`config.mk`:
```
export PLATFORM = sky130hd
export DESIGN_NAME = regfile_sb
export DESIGN_NICKNAME = d
export VERILOG_FILES = /design/src/rtl/regfile_sb.sv
export SDC_FILE = /design/constraint.sdc
export NUM_CORES = 2
export LEC_CHECK = 0
export ABC_CLOCK_PERIOD_IN_PS = 2900
export BUFFER_PORTS_ARGS = -buffer_cell sky130_fd_sc_hd__buf_2
export CAP_MARGIN = 25
export CORE_MARGIN = 4
export CORE_UTILIZATION = 30
export CTS_BUF_LIST = sky130_fd_sc_hd__clkbuf_4
export CTS_CLUSTER_SIZE = 16
export DETAILED_ROUTE_END_ITERATION = 7
export MAX_ROUTING_LAYER = met4
export RECOVER_POWER = 50
export SLEW_MARGIN = 20
export SYNTH_ARGS = -nofsm -noshare
export SYNTH_HDL_FRONTEND = slang
export SYNTH_SLANG_ARGS = --single-unit
```
`constraint.sdc`:
```
create_clock -name clk_i -period 2.9 [get_ports clk_i]
set_clock_uncertainty 0.05 [all_clocks]
set_input_delay 0.58 -clock clk_i [delete_from_list [all_inputs] [get_ports clk_i]]
set_output_delay 0.58 -clock clk_i [all_outputs]
set_load 0.01 [all_outputs]
```
`src/rtl/regfile_sb.sv`:
```
// Register file with a per-register busy scoreboard: 2 combinational read ports, 1 write-back port, 1 issue port.
// Optional same-cycle write-back forwarding on the read ports when WB_BYPASS_EN is defined.
module regfile_sb #(
  parameter int XLEN  = 32,
  parameter int NREGS = 32,
  parameter int AW    = 5
) (
  input  logic            clk_i,
  input  logic            reset_ni,
  input  logic            flush_i,
  input  logic [AW-1:0]   rs1_i,
  input  logic [AW-1:0]   rs2_i,
  output logic [XLEN-1:0] rv1_o,
  output logic [XLEN-1:0] rv2_o,
  output logic            rdy1_o,
  output logic            rdy2_o,
  input  logic            iss_valid_i,
  input  logic [AW-1:0]   iss_rd_i,
  output logic            iss_ready_o,
  input  logic            we_i,
  input  logic [AW-1:0]   rd_i,
  input  logic [XLEN-1:0] wdata_i
);

  logic [XLEN-1:0]  regs_q [NREGS];
  logic [NREGS-1:0] busy_q;
  logic [NREGS-1:0] busy_d;
  logic             wr_en;
  logic             iss_acc;

  assign wr_en       = we_i && (rd_i != '0);
  assign iss_ready_o = !busy_q[iss_rd_i] || (we_i && (rd_i == iss_rd_i)) || (iss_rd_i == '0);
  assign iss_acc     = iss_valid_i && iss_ready_o;

  always_comb begin
    rv1_o  = (rs1_i == '0) ? '0 : regs_q[rs1_i];
    rdy1_o = (rs1_i == '0) || !busy_q[rs1_i];
    rv2_o  = (rs2_i == '0) ? '0 : regs_q[rs2_i];
    rdy2_o = (rs2_i == '0) || !busy_q[rs2_i];
`ifdef WB_BYPASS_EN
    if (wr_en && (rd_i == rs1_i)) begin
      rv1_o  = wdata_i;
      rdy1_o = 1'b1;
    end
    if (wr_en && (rd_i == rs2_i)) begin
      rv2_o  = wdata_i;
      rdy2_o = 1'b1;
    end
`endif
  end

  // Priority: flush clears everything, then a new issue beats a same-cycle write-back.
  always_comb begin
    busy_d = busy_q;
    if (wr_en) busy_d[rd_i] = 1'b0;
    if (iss_acc && (iss_rd_i != '0)) busy_d[iss_rd_i] = 1'b1;
    if (flush_i) busy_d = '0;
    busy_d[0] = 1'b0;
  end

  always_ff @(posedge clk_i or negedge reset_ni) begin
    if (!reset_ni) begin
      busy_q <= '0;
      for (int i = 0; i < NREGS; i++) regs_q[i] <= '0;
    end else begin
      busy_q <= busy_d;
      if (wr_en) regs_q[rd_i] <= wdata_i;
    end
  end

endmodule

```
# [Word-level counts from Yosys, hierarchy flattened]
# Index checks and enable logic that the tools add are counted.
[classes] magnitude_cmp=10 n_reduce_logical=19 bitwise_logic=6 eq_ne=1 n_mux=24
[op_table] cell="1024-bit bitwise mux" n=1
[op_table] cell="32-bit binary-select mux with 5-bit select" n=2
[op_table] cell="32-bit two-way mux" n=10
[op_table] cell="32-bit demux with 5-bit select" n=1
[op_table] cell="32-bit bitwise AND" n=1
[op_table] cell="32-bit NOT" n=1
[op_table] cell="32-bit OR" n=1
[op_table] cell="5-bit by 6-bit < comparator with 1-bit output, second input constant" n=4
[op_table] cell="6-bit >= comparator, second input constant" n=3
[op_table] cell="5-bit NOT with 6-bit output" n=3
[op_table] cell="1-bit binary-select mux with 5-bit select" n=3
[op_table] cell="5-bit zero test" n=3
[op_table] cell="1-bit demux with 5-bit select" n=2
[op_table] cell="5-bit by 1-bit >= comparator with 1-bit output, second input constant" n=2
[op_table] cell="5-bit nonzero test" n=2
[op_table] cell="1-bit logical AND" n=7
[op_table] cell="6-bit by 1-bit < comparator with 1-bit output, second input constant" n=1
[op_table] cell="5-bit equality test" n=1
[op_table] cell="1-bit two-way mux" n=5
[op_table] cell="1-bit logical OR" n=4
[op_table] cell="1-bit zero test" n=3
[totals] word_cells=93 inputBits=57 regBits=1055

# [Depth between registers and ports, before layout]
[depth] depth_word=10 mapped_depth=8

# [Worst setup path before layout]
# No wires, ideal clock.
[synth_path] path_kind="input port to output port" from="in rs1_i[1]" to="out rv1_o[10]" arrival_time_ns=2.349 slack_ns=-0.079 path_stages=7 path_buffers=3 cell_sequence="clkbuf_1 > clkbuf_1 > clkbuf_1 > mux4_2 > mux4_2 > mux2i_1 > nor2_1"
[synth_between] elab_chain_cells=5 word_cells_on_any_way=6
[synth_rtl] element="start, declared" line="11" text="input logic [AW-1:0] rs1_i,"
[synth_rtl] element="5-bit NOT with 6-bit output (implied by the code)" line="36" text="rv1_o = (rs1_i == '0) ? '0 : regs_q[rs1_i];"
[synth_rtl] element="32-bit binary-select mux with 5-bit select" line="36"
[synth_rtl] element="32-bit two-way mux (implied by the code) (2 in a row)" line="36"
[synth_rtl] element="32-bit two-way mux *" line="36"
[synth_rtl] element="end, declared" line="13" text="output logic [XLEN-1:0] rv1_o,"
# Every way passes the cells marked *; elsewhere a longest branch is shown, timed or not. The select of a mux whose other input is x is not followed.

# [Worst setup path after layout]
[layout_path] from="reg regs_q[169] (netlist name)" to="out rv1_o[9]"
[layout_between] elab_chain_cells=4
[layout_rtl] element="start, declared" line="25" text="logic [XLEN-1:0] regs_q [NREGS];"
[layout_rtl] element="start signal, assigned by index" line="67" text="if (wr_en) regs_q[rd_i] <= wdata_i;"
[layout_rtl] element="32-bit binary-select mux with 5-bit select" line="36"
[layout_rtl] element="32-bit two-way mux (implied by the code) (2 in a row)" line="36"
[layout_rtl] element="32-bit two-way mux" line="36"
# Every way passes these cells. The select of a mux whose other input is x is not followed.

==> metrics.csv <==
metric,value,unit
status,"complete, but fails checks",
violations,"capacitance limit, slew limit, setup timing",
die_w,440.5,um
dieHeight,440.5,um
wirelength,183.5,mm
yosysWarningCount,0,
p_switching,12.24,mW
setup_ws,-901.1,ps
pin_count,124,
end_kind,primary output,
ir_worst_vdd,366.5,uV
worstPathRequired,2270,ps
synth-seq-cells,1055,
path_clk_slew,60,ps
route.detailed.wl_per_inst,27.38,um
grt_pass1_wl,272.2,mm
final_nets,4094,
setup_viol,144,
async_flop_share,1.000,
ys_types,40,
layout-drive-gt1-share,0.6525,
slew_viol_final,61,
seqCellArea,26400,um^2
syn-cell-area,56120,um^2
vias,36523,
drt_iter0_drc,2772,
pwr-share-seq,0.454,
power.share.clock,0.309,
crit_path_start_kind,register,
htree_levels,5,
synth_area_per_cell,15.70,um^2
synth.yosys.seq_area_share,0.4704,
cts.sinks,1055,
worstSkewPairLatency,1190,ps
core_area,185600,um^2
grt_max_degree,111,
synth_cells,3574,
yosys_most_used_dff,dfrtp_1,
max_stage_delay,500,ps
syn-num-nets,3631,
grtUsageTotal,0.1951,
yosys-top-cells-count,"dfrtp_1 (1055), mux2_2 (994), mux4_2 (591)",
cts_root_buf,clkbuf_4,
grt_overflow,0,
multi_input_area,29550,um^2
p_leak,29.33,nW
dp_hpwl,114.9,mm
slowest_stage,mux4_2,
path_max_fanout,3,
p_int,30.48,mW
synth_edf_count,0,
n_fill_cell,17483,
power.density,624.1,nW/um^2
yosysTopAreaCellShare,0.4704,
yosysMostFrequentCell,dfrtp_1,
drc,0,
rows,158,
yosysTopAreaCell,dfrtp_1,
critPathArrivalTime,3170,ps
ant_nets,0,
hp-class,in2reg,
dieArea,194100,um^2
period_share,1.311,
p_total,42.71,mW
antenna_found_initial,11,
syn_to_final_growth,21.94,%
drt_pass1_iterations,5,
tightest_slew,2037,ps
pwr-share-comb,0.236,
cts_tree,built,
grt_pass1_vias,38992,
max_cap_viol_count,3,
worstPathCellList,mux4_2 > mux4_2 > mux2i_1 > buf_4 > nor2_2 > buf_2,
io_buffers,123,
synth_area_leaders,"dfrtp_1 (47%), mux4_2 (24%), mux2_2 (20%), clkbuf_1 (1.7%), mux2i_1 (1.7%)",
rsz0062_at_grt,true,
clock.fmax,0.2631,GHz
sw_frac_of_total,0.2865,
path_common_cell,mux4_2,
path_class,reg2out,
initial_core_util,0.3023,
cts_made_buffers,299,
finalHoldViolations,0,
clockBufferDepth,4,
finalCriticalPeriod,3801,ps
viasPerCell,5.451,
gp_routability_congestion,0.8260,
slew_headroom,-0.3580,
hold_slack,137.8,ps
-- cell type report --
cell class | instances | share of cell area
Sequential cell | 1055 | 0.3858
Tap cell | 2480 | 0.04534
Clock inverter | 54 | 0.004278
Inverter | 8 | 0.0004388
Clock buffer | 420 | 0.04607
Antenna cell | 10 | 0.0003656
Timing Repair Buffer | 578 | 0.08604
Multi-Input combinational cell | 2095 | 0.4317
-- worst max-delay path: cells and delay by family, from the launching register on --
kind,cells,cell delay [ps]
multiplexers,3,1190
flip-flops,1,400
buffers and inverters,2,310
AND/OR/NAND/NOR,1,30
-- power groups by stage --
stage	sequential, mW	combinational [mW]	clock [mW]
2_1_floorplan	18.9	6.66	0
3_3_place_gp	19.5	9.10	0
3_5_place_dp	19.6	9.29	0
4_1_cts	19.3	10.1	13.6
5_1_grt	19.7	10.8	14.4
6_report	19.4	10.1	13.2
-- repair_timing --
item	4_1_cts	5_1_grt
hold buffers	44	0
buffers inserted	40	15
gates resized for setup	226	53
endpoints found under the setup margin	67	68
endpoints found under the hold margin	2078	0
pin swaps	68	45
-- metal layers --
| layer | global-route usage | share of wire |
|---|---|---|
| met1 | 0.2344 | 0.40 |
| met2 | 0.3259 | 0.51 |
| met4 | 0.07942 | 0.041 |
| met5 | - | 0 |
| met3 | 0.03457 | 0.050 |
-- worst paths after layout --
kind,start,to,slack (ps),cells past startpoint
worst max-delay path,regs_q[169]$_DFFE_PN0P_,rv1_o[9],-900,6
worst min-delay path,rd_i[3],busy_q[4]$_DFF_PN0_,140,5
worst max register to register,busy_q[5]$_DFF_PN0_,busy_q[29]$_DFF_PN0_,320,7
worst min register to register,regs_q[1002]$_DFFE_PN0P_,regs_q[1002]$_DFFE_PN0P_,330,0
max in group asynchronous,reset_ni,regs_q[410]$_DFFE_PN0P_,-60,4
min in group asynchronous,reset_ni,regs_q[483]$_DFFE_PN0P_,1930,4
-- per-stage QoR --
stage	util	worst slack, ps	setup TNS [ps]	cell area, um^2	cells
floorplan	-	-31.88	-977.2	56190	3574
CTS	0.3677	-1073	-55750	68270	6678
detailed placement	0.3393	-864.1	-30440	62980	6141
global placement	0.3392	-824.3	-37950	62970	6140
global route	0.3687	-1027	-93450	68440	6700
finish	0.3687	-901.1	-46280	68440	6700
-- cells in the final DEF, fill, tap and decap left out, types with 23 or more instances in the layout --
cell type         n
buf_4           245
dfrtp_1        1055
a211oi_4         25
buf_2           103
o21ai_0          30
buf_12          120
clkbuf_4        428
mux2_2          994
nor2b_1          25
mux2i_1          68
o22ai_1          24
dlygate4sd3_1    43
a211oi_2         23
mux4_2          591
clkinv_1         36
a21oi_1          56
nor2_1           25
nor2b_4          24
buf_6            34
-- state kept, by name, summed over array words and instances (netlist names) --
| register | count |
|---|---|
| regs_q | 1024 |
| busy_q | 31 |
-- cell families (layout without fill, tap and decap cells) --
logic type / after synthesis / in the layout / synth area share
AO/OA/AOI/OAI: 205 / 205 / 0.02370
multiplexers: 1680 / 1680 / 0.4536
other: 0 / 10 / 0
XOR/XNOR: 5 / 5 / 0.0007803
buffers and inverters: 424 / 1060 / 0.03253
AND/OR/NAND/NOR: 205 / 205 / 0.01904
flip-flops: 1055 / 1055 / 0.4704
Power figures use the tool's default switching activity.
